[src/rtl/mm_pkg.sv]
`default_nettype none
// ============================================================================
// Module   : mm_pkg
// Brief    : Shared types, widths and arbitration helpers for ram_port_arbiter.
// Revision : 1.0 - initial release
// ============================================================================
package mm_pkg;

  localparam int ADDR_W      = 28;
  localparam int DATA_W      = 32;
  localparam int NUM_CLIENTS = 2;
  localparam int CLI_IDX_W   = (NUM_CLIENTS > 1) ? $clog2(NUM_CLIENTS) : 1;

  typedef enum logic [1:0] {
    ST_IDLE  = 2'd0,
    ST_ISSUE = 2'd1,
    ST_WAIT  = 2'd2,
    ST_DONE  = 2'd3
  } state_e;

  typedef logic [CLI_IDX_W-1:0]   cli_idx_t;
  typedef logic [NUM_CLIENTS-1:0] cli_vec_t;

  function automatic cli_vec_t cli_onehot(input cli_idx_t idx);
    cli_vec_t oh;
    for (int i = 0; i < NUM_CLIENTS; i++) begin
      oh[i] = (idx == cli_idx_t'(i));
    end
    return oh;
  endfunction

  // First requester found scanning upward from prio, wrapping around.
  function automatic cli_idx_t rr_pick(input cli_vec_t req, input cli_idx_t prio);
    cli_idx_t pick;
    cli_idx_t idx;
    logic     found;
    pick  = prio;
    found = 1'b0;
    for (int i = 0; i < NUM_CLIENTS; i++) begin
      idx = cli_idx_t'((int'(prio) + i) % NUM_CLIENTS);
      if (!found && req[idx]) begin
        pick  = idx;
        found = 1'b1;
      end
    end
    return pick;
  endfunction

  function automatic cli_idx_t rr_next(input cli_idx_t cur);
    return (int'(cur) == NUM_CLIENTS - 1) ? '0 : cur + 1'b1;
  endfunction

endpackage : mm_pkg
`default_nettype wire

[src/rtl/ram_port_arbiter_if.sv]
`default_nettype none
// ============================================================================
// Module   : ram_port_arbiter_if
// Brief    : Client-side and controller-side signals of the RAM port arbiter.
// Revision : 1.0 - initial release
// ============================================================================
interface ram_port_arbiter_if;
  import mm_pkg::*;

  logic [NUM_CLIENTS-1:0]        cli_req;
  logic [NUM_CLIENTS-1:0]        cli_rdwr;
  logic [NUM_CLIENTS*ADDR_W-1:0] cli_addr;
  logic [NUM_CLIENTS*DATA_W-1:0] cli_wdata;
  logic [NUM_CLIENTS-1:0]        cli_done;
  logic [NUM_CLIENTS-1:0]        cli_err;
  logic [DATA_W-1:0]             cli_rdata;
  logic [NUM_CLIENTS-1:0]        cli_gnt;

  logic                          ctl_go;
  logic                          ctl_rdwr;
  logic [ADDR_W-1:0]             ctl_address;
  logic [DATA_W-1:0]             ctl_wdata;
  logic                          ctl_read_valid;
  logic [DATA_W-1:0]             ctl_read_data;
  logic                          ctl_write_done;

  // The arbiter itself
  modport slave (
    input  cli_req, cli_rdwr, cli_addr, cli_wdata,
    input  ctl_read_valid, ctl_read_data, ctl_write_done,
    output cli_done, cli_err, cli_rdata, cli_gnt,
    output ctl_go, ctl_rdwr, ctl_address, ctl_wdata
  );

  // Clients plus RAM controller, as seen from outside the arbiter
  modport master (
    output cli_req, cli_rdwr, cli_addr, cli_wdata,
    output ctl_read_valid, ctl_read_data, ctl_write_done,
    input  cli_done, cli_err, cli_rdata, cli_gnt,
    input  ctl_go, ctl_rdwr, ctl_address, ctl_wdata
  );

endinterface : ram_port_arbiter_if
`default_nettype wire

[src/rtl/mm_timeout.sv]
`default_nettype none
// ============================================================================
// Module   : mm_timeout
// Brief    : WAIT-state cycle counter; expired marks the last allowed cycle.
// Revision : 1.0 - initial release
// ============================================================================
module mm_timeout #(
  parameter int TIMEOUT_CYCLES = 1024
) (
  input  logic clk,
  input  logic reset,
  input  logic clear,
  input  logic enable,
  output logic expired
);

  localparam int                 c_CNT_W = 16;
  localparam logic [c_CNT_W-1:0] c_LAST  = c_CNT_W'(TIMEOUT_CYCLES - 1);

  logic [c_CNT_W-1:0] r_count;

  always_ff @(posedge clk or negedge reset) begin
    if (!reset) begin
      r_count <= '0;
    end else if (clear) begin
      r_count <= '0;
    end else if (enable) begin
      r_count <= r_count + 1'b1;
    end
  end

  assign expired = (r_count == c_LAST);

endmodule : mm_timeout
`default_nettype wire

[src/rtl/ram_port_arbiter.sv]
`default_nettype none
// ============================================================================
// Module   : ram_port_arbiter
// Brief    : Round-robin arbiter sharing one RAM controller between clients.
// Revision : 1.0 - initial release
// ============================================================================
module ram_port_arbiter
  import mm_pkg::*;
#(
  parameter int TIMEOUT_CYCLES = 1024
) (
  input  logic              clk,
  input  logic              reset,
  ram_port_arbiter_if.slave bus,
  output logic              spurious_err
);

  state_e            r_state;
  cli_idx_t          r_sel;
  cli_idx_t          r_prio;
  cli_idx_t          w_pick;
  logic              w_complete;
  logic              w_expired;
  logic              w_any_cpl;
  logic              w_cnt_clear;
  logic              w_cnt_enable;
  logic [ADDR_W-1:0] w_addr  [NUM_CLIENTS];
  logic [DATA_W-1:0] w_wdata [NUM_CLIENTS];

  for (genvar g = 0; g < NUM_CLIENTS; g++) begin : g_unpack
    assign w_addr[g]  = bus.cli_addr[g*ADDR_W +: ADDR_W];
    assign w_wdata[g] = bus.cli_wdata[g*DATA_W +: DATA_W];
  end

  assign w_pick       = rr_pick(bus.cli_req, r_prio);
  assign w_any_cpl    = bus.ctl_read_valid | bus.ctl_write_done;
  assign w_complete   = (r_state == ST_WAIT) &&
                        (bus.ctl_rdwr ? bus.ctl_write_done : bus.ctl_read_valid);
  assign w_cnt_clear  = (r_state == ST_ISSUE);
  assign w_cnt_enable = (r_state == ST_WAIT);

  mm_timeout #(
    .TIMEOUT_CYCLES (TIMEOUT_CYCLES)
  ) u_timeout (
    .clk     (clk),
    .reset   (reset),
    .clear   (w_cnt_clear),
    .enable  (w_cnt_enable),
    .expired (w_expired)
  );

  always_ff @(posedge clk or negedge reset) begin
    if (!reset) begin
      r_state         <= ST_IDLE;
      r_sel           <= '0;
      r_prio          <= '0;
      spurious_err    <= 1'b0;
      bus.cli_done    <= '0;
      bus.cli_err     <= '0;
      bus.cli_rdata   <= '0;
      bus.cli_gnt     <= '0;
      bus.ctl_go      <= 1'b0;
      bus.ctl_rdwr    <= 1'b0;
      bus.ctl_address <= '0;
      bus.ctl_wdata   <= '0;
    end else begin
      bus.ctl_go   <= 1'b0;
      bus.cli_done <= '0;
      bus.cli_err  <= '0;

      // Completions only mean something while a transaction is waiting.
      if (w_any_cpl && (r_state != ST_WAIT)) begin
        spurious_err <= 1'b1;
      end

      case (r_state)
        ST_IDLE: begin
          if (|bus.cli_req) begin
            r_sel           <= w_pick;
            bus.cli_gnt     <= cli_onehot(w_pick);
            bus.ctl_rdwr    <= bus.cli_rdwr[w_pick];
            bus.ctl_address <= w_addr[w_pick];
            bus.ctl_wdata   <= w_wdata[w_pick];
            bus.ctl_go      <= 1'b1;
            r_state         <= ST_ISSUE;
          end
        end
        ST_ISSUE: begin
          r_state <= ST_WAIT;
        end
        ST_WAIT: begin
          // A completion arriving in the expiry cycle still counts as success.
          if (w_complete || w_expired) begin
            bus.cli_done <= cli_onehot(r_sel);
            bus.cli_err  <= w_complete ? '0 : cli_onehot(r_sel);
            if (bus.ctl_rdwr) begin
              bus.cli_rdata <= '0;
            end else if (w_complete) begin
              bus.cli_rdata <= bus.ctl_read_data;
            end
            r_state <= ST_DONE;
          end
        end
        ST_DONE: begin
          bus.cli_gnt <= '0;
          r_prio      <= rr_next(r_sel);
          r_state     <= ST_IDLE;
        end
        default: begin
          r_state <= ST_IDLE;
        end
      endcase
    end
  end

endmodule : ram_port_arbiter
`default_nettype wire

[src/flat_wrapper.sv]
// flat-port wrapper written by rule: the top's interface ports become plain ports
module ram_port_arbiter_flat import mm_pkg::*;
#(
  parameter int TIMEOUT_CYCLES = 1024
)
  (clk, reset, spurious_err, bus_cli_req, bus_cli_rdwr, bus_cli_addr, bus_cli_wdata, bus_ctl_read_valid, bus_ctl_read_data, bus_ctl_write_done, bus_cli_done, bus_cli_err, bus_cli_rdata, bus_cli_gnt, bus_ctl_go, bus_ctl_rdwr, bus_ctl_address, bus_ctl_wdata);
  ram_port_arbiter_if bus_i ();
  input  logic clk;
  input  logic reset;
  output logic spurious_err;
  input wire logic [$bits(bus_i.cli_req)-1:0] bus_cli_req;
  input wire logic [$bits(bus_i.cli_rdwr)-1:0] bus_cli_rdwr;
  input wire logic [$bits(bus_i.cli_addr)-1:0] bus_cli_addr;
  input wire logic [$bits(bus_i.cli_wdata)-1:0] bus_cli_wdata;
  input wire logic [$bits(bus_i.ctl_read_valid)-1:0] bus_ctl_read_valid;
  input wire logic [$bits(bus_i.ctl_read_data)-1:0] bus_ctl_read_data;
  input wire logic [$bits(bus_i.ctl_write_done)-1:0] bus_ctl_write_done;
  output wire logic [$bits(bus_i.cli_done)-1:0] bus_cli_done;
  output wire logic [$bits(bus_i.cli_err)-1:0] bus_cli_err;
  output wire logic [$bits(bus_i.cli_rdata)-1:0] bus_cli_rdata;
  output wire logic [$bits(bus_i.cli_gnt)-1:0] bus_cli_gnt;
  output wire logic [$bits(bus_i.ctl_go)-1:0] bus_ctl_go;
  output wire logic [$bits(bus_i.ctl_rdwr)-1:0] bus_ctl_rdwr;
  output wire logic [$bits(bus_i.ctl_address)-1:0] bus_ctl_address;
  output wire logic [$bits(bus_i.ctl_wdata)-1:0] bus_ctl_wdata;
  assign bus_i.cli_req = bus_cli_req;
  assign bus_i.cli_rdwr = bus_cli_rdwr;
  assign bus_i.cli_addr = bus_cli_addr;
  assign bus_i.cli_wdata = bus_cli_wdata;
  assign bus_i.ctl_read_valid = bus_ctl_read_valid;
  assign bus_i.ctl_read_data = bus_ctl_read_data;
  assign bus_i.ctl_write_done = bus_ctl_write_done;
  assign bus_cli_done = bus_i.cli_done;
  assign bus_cli_err = bus_i.cli_err;
  assign bus_cli_rdata = bus_i.cli_rdata;
  assign bus_cli_gnt = bus_i.cli_gnt;
  assign bus_ctl_go = bus_i.ctl_go;
  assign bus_ctl_rdwr = bus_i.ctl_rdwr;
  assign bus_ctl_address = bus_i.ctl_address;
  assign bus_ctl_wdata = bus_i.ctl_wdata;
  ram_port_arbiter #(.TIMEOUT_CYCLES(TIMEOUT_CYCLES)) u_core (.clk(clk), .reset(reset), .bus(bus_i), .spurious_err(spurious_err));
endmodule
[config.mk]
export PLATFORM = sky130hd
export DESIGN_NAME = ram_port_arbiter_flat
export DESIGN_NICKNAME = d
export VERILOG_FILES = /design/src/rtl/mm_pkg.sv /design/src/rtl/ram_port_arbiter_if.sv /design/src/rtl/mm_timeout.sv /design/src/rtl/ram_port_arbiter.sv /design/src/flat_wrapper.sv
export SDC_FILE = /design/constraint.sdc
export NUM_CORES = 1
export LEC_CHECK = 0
export CORE_UTILIZATION = 41
export CTS_CLUSTER_SIZE = 16
export DETAILED_ROUTE_END_ITERATION = 16
export HOLD_SLACK_MARGIN = 0.1
export PLACE_DENSITY_LB_ADDON = 0.3
export SYNTH_ARGS = -nofsm -noshare
export SYNTH_HDL_FRONTEND = slang
export SYNTH_SLANG_ARGS = --single-unit
[constraint.sdc]
create_clock -name clk -period 2.2 [get_ports clk]
set_input_delay 0.55 -clock clk [delete_from_list [all_inputs] [get_ports clk]]
set_output_delay 0.55 -clock clk [all_outputs]
set_load 0.05 [all_outputs]
==> impl_metrics.json <==
{
  "remaining_drc_errors": 0,
  "portBuffers": 260,
  "post-place-ws_ns": -0.150,
  "crit_type": "register to output port",
  "cts_tree": "done",
  "critPathLaunchType": "register",
  "drtIter0Drc": 587,
  "fin_setup_tns_ns": 0,
  "layout_setup_ws_ns": 0.0168,
  "finalHoldViolCount": 0,
  "cp_num_cells": 1,
  "cts_htree_levels": 4,
  "overflow": 0,
  "wl_per_cell_um": 18.8,
  "path_max_fanout": 2,
  "worst_ep_arrival_time_ns": 1.63,
  "gp_congestion": 0.808,
  "antenna_found_initial": 0,
  "clkLatencyLatePin_ns": 0.41,
  "finalClockSkew_ns": 0.00877,
  "max_freq_ghz": 0.458,
  "drive_gt1_share_pct": 11.0,
  "async_flop_share_pct": 100,
  "fillerInstances": 936,
  "finalSetupViolCount": 0,
  "initial_core_util_pct": 42.4,
  "finalCritPeriodShare_pct": 99.2,
  "crit_slowest_cell": "clkdlybuf4s50_1",
  "ys.flop_type": "dfrtp_1",
  "clk_path_buf_depth": 2,
  "clock_sinks": 121,
  "final_common_cell": "clkdlybuf4s50_1",
  "crit_buf_inv": 1,
  "p_leak_uw": 0.00413,
  "grtUsageTotal_pct": 25.6,
  "cts.root.buffer_cell": "clkbuf_16",
  "crit_chain": "clkdlybuf4s50_1",
  "r2r_slack_ns": 0.32,
  "diodes": 0,
  "slew_headroom_pct": 15.5,
  "placementRows": 41,
  "synthDistinctLibCells": 42,
  "synth_seq_area_share_pct": 56.1,
  "syn-cell-area_um2": 5400,
  "first_global_vias": 5154,
  "vias_per_cell": 5.56,
  "die_h_um": 117,
  "synth_edf_count": 0,
  "reg2reg_depth": 4,
  "vias": 5150,
  "worst_ir_drop_vdd_mv": 0.950,
  "grt_pass1_wl_um": 26200,
  "period_minus_slack_ns": 2.18,
  "cts.clk_slew.worst_paths_ns": 0.05,
  "synthCells": 487,
  "yosysWarnings": 0,
  "worst_pin_slew_ns": 1.27,
  "hp-class": "primary input to async pin",
  "hold_buffers": 0,
  "postRouteAntennaNets": 0,
  "outcome": "finished, final reports clean",
  "power_density_nw_per_um2": 1590,
  "nets": 907,
  "layout_common_cells": "clkdlybuf4s50_1 (242), dfrtp_1 (121), inv_1 (102)",
  "required_ns": 1.65,
  "drv_slew": 0,
  "design.portCount": 261,
  "first_pass_iters": 10,
  "slowest_delay_ns": 0.83,
  "avgSynthCellArea_um2": 11.1,
  "dieArea_um2": 13600,
  "syn_nets": 653,
  "die_x_um": 117,
  "area.growth.synth_to_final_pct": 64.2,
  "maxCapViolCount": 0,
  "worst_setup_path_end_kind": "output port",
  "path_delay_family": "buffers and inverters",
  "drt-total-wl_um": 17400,
  "ys_ff_latch": 121,
  "power.total_uw": 14100,
  "grt_max_degree": 51,
  "fp.coreArea_um2": 12700,
  "cts_buffers": 17,
  "dp.final_hpwl_um": 12500
}
==> cell usage after synthesis, drive strengths merged, types with 2 or more instances <==
cell type	instances	area share (%)
a311o	2	0.37
nand3	2	0.19
nand4	5	0.97
or3	2	0.23
dfrtp	121	56
xor2	4	0.65
clkbuf	32	2.2
nor2	14	0.97
o31ai	2	0.28
o211ai	2	0.28
and3	4	0.46
a32oi	32	5.2
nor2b	2	0.23
a222oi	61	11
and2	4	0.46
mux2i	2	0.37
nand2b	2	0.23
buf	8	1.3
o21ai	45	5.6
ha	6	1.4
a21oi	8	0.81
nand2	9	0.63
inv	102	7.1
a31oi	2	0.23
a22o	2	0.32
and4	3	0.49
==> flip-flops by register name (all words and copies together) (netlist names), 2 cells and up <==
name,flops
u_core.u_timeout.r_count,16
u_core.bus.cli_rdata,32
u_core.bus.cli_done,2
u_core.bus.cli_err,2
u_core.bus.cli_gnt,2
u_core.bus.ctl_address,28
u_core.r_state,2
u_core.bus.ctl_wdata,32
==> per-stage QoR <==
step,hold slack (ns),area [um2],std cells,util (%)
global placement,0.468,8250,894,64.8
global route,0.155,8870,926,69.7
floorplan,0.254,5400,487,-
finish,0.118,8870,926,69.7
detailed placement,0.465,8250,894,64.8
CTS,0.134,8840,926,69.5
==> metal layers <==
metal / vias up / track usage [%] / wire length (um)
li1: 2304 / - / -
met1: 2524 / 27.8 / 6600
met2: 271 / 44.4 / 8750
met3: 51 / 7.78 / 1380
met4: 0 / 14.9 / 703
met5: - / 0 / 0
==> timing repair <==
| action | CTS | global route |
|---|---|---|
| endpoints found under the setup margin | 1 | 11 |
| pin swaps | 0 | 0 |
| gates resized for setup | 1 | 11 |
| setup buffers | 0 | 0 |
| cloned | 0 | 0 |
==> final timing paths <==
check	to	startpoint
hold reg to reg	u_core.spurious_err	u_core.spurious_err
setup reg to reg	u_core.bus.cli_rdata[19]	u_core.bus.ctl_rdwr
max in group asynchronous	u_core.bus.ctl_address[13]	reset
min in group clk	u_core.spurious_err	u_core.spurious_err
setup / recovery	bus_ctl_address[5]	u_core.bus.ctl_address[5]
hold / removal	u_core.bus.ctl_wdata[8]	reset
==> cell families after synthesis <==
kind of cell / after synthesis / synth area share [%]
XOR/XNOR: 5 / 0.811
AND/OR/NAND/NOR: 52 / 5.63
multiplexers: 2 / 0.371
AO/OA/AOI/OAI: 159 / 25.1
adder cells (fa/ha/maj): 6 / 1.39
buffers and inverters: 142 / 10.6
flip-flops: 121 / 56.1
==> report_power, final <==
part | leakage, uW | switching [uW] | internal (uW) | total (uW)
sequential | 0.00142 | 602 | 3110 | 3710
clock | 0.000292 | 990 | 1800 | 2790
combinational | 0.00241 | 4900 | 2720 | 7630
==> cell type report <==
type / count / area [um2] / area share [%]
sequential: 121 / 3030 / 34.1
timing repair buffer: 275 / 2810 / 31.7
multi-input combinational: 224 / 1830 / 20.7
clock buffer: 19 / 443 / 4.99
inverter: 102 / 383 / 4.32
tap: 172 / 215 / 2.43
clock inverter: 13 / 153 / 1.72
Power figures use the tool's default switching activity.
